**src/rtl/ysyx_fetch_redirect.sv**
```systemverilog
// Front-end PC sequencer: issues fetch PCs, bounds in-flight instructions, tags fetches with an epoch
// and pulses flush on every writeback redirect. Define YSYX_FETCH_REDIRECT_STATS_EN for stat_* counters.
`ifndef YSYX_XLEN
`define YSYX_XLEN 32
`endif

module ysyx_fetch_redirect #(
    parameter int              XLEN         = `YSYX_XLEN,
    parameter logic [XLEN-1:0] RESET_PC     = 'h8000_0000,
    parameter int              MAX_INFLIGHT = 4,
    parameter int              EPOCH_W      = 2
) (
    input  logic               clock,
    input  logic               reset,
    input  logic [XLEN-1:0]    wb_npc,
    input  logic               wb_change,
    input  logic               wb_retire,
    input  logic               wb_valid,
    output logic               wb_ready,
    output logic [XLEN-1:0]    if_pc,
    output logic [EPOCH_W-1:0] if_epoch,
    output logic               if_valid,
    input  logic               if_ready,
    output logic               flush,
`ifdef YSYX_FETCH_REDIRECT_STATS_EN
    output logic [31:0]        stat_fetch,
    output logic [31:0]        stat_redirect,
    output logic [31:0]        stat_retire,
`endif
    output logic [3:0]         inflight
);

    typedef enum logic [1:0] {S_FLUSH, S_RUN, S_STALL} state_t;

    localparam logic [3:0]         MAX_CNT   = 4'(MAX_INFLIGHT);
    localparam logic [XLEN-1:0]    PC_STEP   = XLEN'(4);
    localparam logic [EPOCH_W-1:0] EPOCH_ONE = EPOCH_W'(1);

    state_t             r_state;
    state_t             w_state_nxt;
    logic [XLEN-1:0]    r_pc;
    logic [EPOCH_W-1:0] r_epoch;
    logic [3:0]         r_inflight;
    logic [3:0]         w_inflight_nxt;
    logic               r_flush;

    logic w_accept;
    logic w_redirect;
    logic w_wb_done;
    logic w_fetch;
    logic [1:0] w_unused_npc_lsb;

    assign w_accept   = if_valid & if_ready;
    assign w_redirect = wb_valid & wb_change;
    assign w_wb_done  = wb_valid & ~wb_change;
    // A redirect in the same cycle squashes the accepted fetch entirely.
    assign w_fetch    = w_accept & ~w_redirect;
    assign w_unused_npc_lsb = wb_npc[1:0];

    always_comb begin
        w_inflight_nxt = r_inflight;
        if (w_redirect) begin
            w_inflight_nxt = 4'd0;
        end else if (w_fetch && !w_wb_done) begin
            w_inflight_nxt = r_inflight + 4'd1;
        end else if (!w_fetch && w_wb_done && (r_inflight != 4'd0)) begin
            w_inflight_nxt = r_inflight - 4'd1;
        end
    end

    always_comb begin
        w_state_nxt = r_state;
        if (w_redirect) begin
            w_state_nxt = S_FLUSH;
        end else begin
            case (r_state)
                S_FLUSH: w_state_nxt = S_RUN;
                S_RUN:   w_state_nxt = (w_inflight_nxt >= MAX_CNT) ? S_STALL : S_RUN;
                S_STALL: w_state_nxt = (w_inflight_nxt < MAX_CNT) ? S_RUN : S_STALL;
                default: w_state_nxt = S_FLUSH;
            endcase
        end
    end

    always_ff @(posedge clock or negedge reset) begin
        if (!reset) begin
            r_state <= S_FLUSH;
        end else begin
            r_state <= w_state_nxt;
        end
    end

    always_ff @(posedge clock or negedge reset) begin
        if (!reset) begin
            r_pc       <= RESET_PC;
            r_epoch    <= '0;
            r_inflight <= 4'd0;
            r_flush    <= 1'b0;
        end else begin
            r_inflight <= w_inflight_nxt;
            r_flush    <= w_redirect;
            if (w_redirect) begin
                r_pc    <= {wb_npc[XLEN-1:2], 2'b00};
                r_epoch <= r_epoch + EPOCH_ONE;
            end else if (w_fetch) begin
                r_pc <= r_pc + PC_STEP;
            end
        end
    end

`ifdef YSYX_FETCH_REDIRECT_STATS_EN
    logic [31:0] r_stat_fetch;
    logic [31:0] r_stat_redirect;
    logic [31:0] r_stat_retire;

    always_ff @(posedge clock or negedge reset) begin
        if (!reset) begin
            r_stat_fetch    <= 32'd0;
            r_stat_redirect <= 32'd0;
            r_stat_retire   <= 32'd0;
        end else begin
            if (w_fetch)                r_stat_fetch    <= r_stat_fetch + 32'd1;
            if (w_redirect)             r_stat_redirect <= r_stat_redirect + 32'd1;
            if (w_wb_done && wb_retire) r_stat_retire   <= r_stat_retire + 32'd1;
        end
    end

    assign stat_fetch    = r_stat_fetch;
    assign stat_redirect = r_stat_redirect;
    assign stat_retire   = r_stat_retire;
`else
    logic w_unused_retire;
    assign w_unused_retire = wb_retire;
`endif

    assign wb_ready = 1'b1;
    assign if_pc    = r_pc;
    assign if_epoch = r_epoch;
    assign if_valid = (r_state == S_RUN);
    assign flush    = r_flush;
    assign inflight = r_inflight;

endmodule

```
**config.mk**
```make
export PLATFORM = sky130hd
export DESIGN_NAME = ysyx_fetch_redirect
export DESIGN_NICKNAME = d
export VERILOG_FILES = /design/src/rtl/ysyx_fetch_redirect.sv
export SDC_FILE = /design/constraint.sdc
export NUM_CORES = 1
export LEC_CHECK = 0
export ABC_AREA = 1
export BUFFER_PORTS_ARGS = -buffer_cell sky130_fd_sc_hd__buf_2
export CAP_MARGIN = 20
export CORE_ASPECT_RATIO = 1.75
export CORE_UTILIZATION = 43
export DETAILED_ROUTE_END_ITERATION = 10
export PLACE_DENSITY = 0.68
export SETUP_SLACK_MARGIN = 0.2
export SYNTH_ARGS = -nofsm -noshare
export SYNTH_HDL_FRONTEND = slang
export SYNTH_SLANG_ARGS = --single-unit
```
**constraint.sdc**
```tcl
create_clock -name clock -period 1.45 [get_ports clock]
set_clock_uncertainty 0.15 [all_clocks]
set_input_delay 0.2175 -clock clock [delete_from_list [all_inputs] [get_ports clock]]
set_output_delay 0.2175 -clock clock [all_outputs]
set_load 0.05 [all_outputs]
```
==> reports/metrics.yaml <==
wl_um: 11500
final.setup.tns_ns: -5.43
root_buffer_cell: "sky130_fd_sc_hd__clkbuf_8"
rows: 37
edff_count_synth: 0
cts-htree-levels: 2
antenna_found_initial: 0
area_growth_pct: 93.3
worst-endpoint-arrival_ns: 1.75
power.share.sequential_pct: 20.5
violations: "setup timing"
crit_path_start_kind: "flip-flop"
clk_transition_reported_paths_ns: 0.08
die-area_sq_mm: 0.00663
slowest_stage: "sky130_fd_sc_hd__dfrtp_2"
detail_route.drc_violations: 0
switching_share_pct: 48.0
clkSinkCount: 39
grt_pass1_vias: 3688
number_of_instances_in_the_placed_design: 621
maxSlewViolCount: 0
synth.avg_cell_area_sq_um: 6.74
clockPowerShare_pct: 7.7
synthDominantAreaCellType: "sky130_fd_sc_hd__dfrtp_1"
yosys_warnings: 0
fin_nets: 642
initial_utilization_pct: 45.3
cp.buffers_inverters: 1
crit_path_cell_trace: "inv_2 -> ha_4 -> nand3_2 -> nand3_4 -> nand2_2 -> nand2_1 -> nand2_1 -> nand2_2 -> nand2_2 -> nand2_1 -> nor2_1"
drt-initial-drc-count: 252
path_max_fanout: 4
antenna_left: 0
fmax_ghz: 0.581
fillerInstances: 263
wire_length_of_the_first_global_routing_pass_um: 15800
grt_use_total_pct: 32.0
total_grt_overflow: 0
io_pins: 79
max-clock-path-buffers: 2
setup-violations-final: 44
synthDominantCellAreaShare_pct: 35.1
wl_per_cell_um: 16.9
io_buffers: 72
synth_most_common_cell: "sky130_fd_sc_hd__nand2_1"
syn_area_sq_mm: 0.00271
final_core_utilization_pct: 87.6
cellLeakagePower_nw: 2.46
critical_path.max_stage_delay_ns: 0.45
synth_cell_type_count: 34
synth_seq_cells: 39
p_comb_share_pct: 71.9
worst-setup-path-type: "flip-flop to flip-flop"
antennaDiodeCount: 0
final_min_period_over_clock_period_pct: 119
worst_ir_drop_vdd_mv: 1.51
core_area_sq_mm: 0.00597
netlist_top_cells_count: "sky130_fd_sc_hd__nand2_1 (149), sky130_fd_sc_hd__nor2_1 (44), sky130_fd_sc_hd__inv_1 (43)"
hold_viol: 0
post_route_cells_drive_above_1_share_pct: 54.3
cp_data_required_time_ns: 1.48
finalWeightedCongestion: 0.937
power.switching_w: 0.00530
yosysSeqAreaShare_pct: 36.1
holdCritPathClass: "primary input to flip-flop"
unrepaired_setup_endpoints_after_global_routing: "true"
die_y_um: 107
dpl.hpwl_um: 6580
postLayoutSetupSlackWorst_ns: -0.271
status: "finished with violations"
first_pass_iters: 5
maximum_number_of_pins_on_one_net_before_global_route_repair: 40
max_cap_violations: 0
synthArstFlopShare_pct: 100
crit_family: "simple AND/OR/NAND/NOR gates"
clkLatencyLatePin_ns: 0.30
netlist_instances: 402
routed_via_density: 5.20
internal-power_w: 0.00573
number_of_vias_after_detailed_routing: 3536
layout.cells.non_filler: 680
synth.top_cells.by_area: "sky130_fd_sc_hd__dfrtp_1 (35%), sky130_fd_sc_hd__nand2_1 (21%), sky130_fd_sc_hd__nor2_1 (6.1%)"
numCtsBuffers: 5
tritoncts_clock_tree: "done"
power_density_mw_per_mm2: 2110
die_x_um: 62.0
end_kind: "flip-flop"
postSynth.topFlopCell: "sky130_fd_sc_hd__dfrtp_1"
fin_crit_ns: 1.72
cell type report:
cell class / instances / area, sq um / share of cell area [%]
Clock buffer: 8 / 100 / 1.91
Multi-Input combinational cell: 308 / 1860 / 35.6
Inverter: 46 / 184 / 3.51
Tap cell: 78 / 97.6 / 1.86
Sequential cell: 39 / 1020 / 19.4
Timing Repair Buffer: 201 / 1970 / 37.7
power by group through the flow:
stage               Sequential, W  Clock, W  Combinational, W
floorplan                 0.00370         0           0.00166
global placement          0.00210         0           0.00509
detailed placement        0.00212         0           0.00518
CTS                       0.00217  0.000845           0.00710
global route              0.00229  0.000892           0.00833
finish                    0.00226  0.000844           0.00793
registers in the layout, summed over array words and instances (netlist names):
name	cells
r_state	2
inflight	4
flush	1
if_epoch	2
if_pc	30
cell usage in the layout (no fill, tap or decap), types with 3 or more instances in the layout:
cell | netlist | layout
sky130_fd_sc_hd__dlygate4sd3_1 | 0 | 11
sky130_fd_sc_hd__nand2_2 | 3 | 24
sky130_fd_sc_hd__inv_1 | 43 | 35
sky130_fd_sc_hd__nor3_2 | 4 | 7
sky130_fd_sc_hd__o21ai_1 | 1 | 4
sky130_fd_sc_hd__xor2_1 | 14 | 14
sky130_fd_sc_hd__inv_4 | 0 | 3
sky130_fd_sc_hd__a21oi_1 | 8 | 6
sky130_fd_sc_hd__nand3_2 | 2 | 8
sky130_fd_sc_hd__buf_8 | 0 | 33
sky130_fd_sc_hd__nor2_1 | 44 | 22
sky130_fd_sc_hd__buf_12 | 0 | 4
sky130_fd_sc_hd__o211ai_1 | 8 | 8
sky130_fd_sc_hd__o21ai_0 | 9 | 4
sky130_fd_sc_hd__nand3_4 | 1 | 5
sky130_fd_sc_hd__inv_2 | 3 | 7
sky130_fd_sc_hd__nand2_4 | 0 | 6
sky130_fd_sc_hd__dfrtp_2 | 0 | 31
sky130_fd_sc_hd__dfrtp_1 | 38 | 7
sky130_fd_sc_hd__buf_2 | 4 | 34
sky130_fd_sc_hd__nand2_1 | 149 | 122
sky130_fd_sc_hd__nand4_1 | 6 | 6
sky130_fd_sc_hd__buf_6 | 0 | 60
sky130_fd_sc_hd__nor2_2 | 3 | 15
sky130_fd_sc_hd__clkbuf_8 | 0 | 7
sky130_fd_sc_hd__nand3_1 | 28 | 18
sky130_fd_sc_hd__buf_4 | 3 | 59
sky130_fd_sc_hd__xnor2_1 | 5 | 5
sky130_fd_sc_hd__nor2_4 | 1 | 11
sky130_fd_sc_hd__conb_1 | 2 | 3
stage by stage:
step | hold WS [ns] | setup slack (ns) | total power [W] | area, sq um
after CTS | 0.000407 | -0.147 | 0.0101 | 4900
after global placement | 0.0570 | -0.140 | 0.00719 | 3870
after global routing | 0.00601 | -0.374 | 0.0115 | 5230
final | 0.00570 | -0.271 | 0.0110 | 5230
after floorplan | -0.228 | -0.252 | 0.00536 | 2850
after detailed placement | 0.0537 | -0.187 | 0.00730 | 3870
logic make-up (layout without fill, tap and decap cells):
kind of cell             count (synthesis)  in the layout  share of synthesized area (%)
flip-flops                              39             39                           36.1
AO/OA/AOI/OAI                           32             32                           7.63
buffers and inverters                   56            255                           8.36
XOR/XNOR                                19             19                           6.15
other                                    2              3                          0.277
adder cells (fa/ha/maj)                  3              3                           1.39
AND/OR/NAND/NOR                        251            251                           40.1
what timing repair did:
item | in CTS | in global routing
setup buffers | 24 | 16
hold endpoints to repair | 49 | 0
hold buffers | 11 | 0
pin swaps | 26 | 38
endpoints found under the setup margin | 73 | 72
gates resized for setup | 186 | 63
worst reg2reg max path, cell delays in order (launching register included):
cell,delay (ns)
sky130_fd_sc_hd__dfrtp_2,0.45
sky130_fd_sc_hd__inv_2,0.09
sky130_fd_sc_hd__ha_4,0.17
sky130_fd_sc_hd__nand3_2,0.12
sky130_fd_sc_hd__nand3_4,0.10
sky130_fd_sc_hd__nand2_2,0.07
sky130_fd_sc_hd__nand2_1,0.07
sky130_fd_sc_hd__nand2_1,0.09
sky130_fd_sc_hd__nand2_2,0.12
sky130_fd_sc_hd__nand2_2,0.07
sky130_fd_sc_hd__nand2_1,0.06
sky130_fd_sc_hd__nor2_1,0.04
metal layers:
| metal | vias to the layer above | track usage, % | part of all wire [%] |
|---|---|---|---|
| li1 | 1662 | - | - |
| met1 | 1652 | 30.2 | 34 |
| met2 | 163 | 59.7 | 55 |
| met3 | 59 | 4.70 | 4.7 |
| met4 | 0 | 19.5 | 6.6 |
| met5 | - | 0 | 0 |
final timing paths:
check / cells past startpoint / end / slack (ns) / from
worst max-delay path: 11 / r_state[1] / -0.27 / inflight[1]
max in group asynchronous: 3 / if_pc[31] / 0.61 / reset
worst max register to register: 11 / r_state[1] / -0.27 / inflight[1]
worst min register to register: 1 / if_epoch[1] / 0.37 / if_epoch[1]
min in group asynchronous: 3 / if_pc[17] / 0.26 / reset
worst min-delay path: 3 / if_pc[24] / 0.006 / wb_npc[24]
Power figures use the tool's default switching activity.
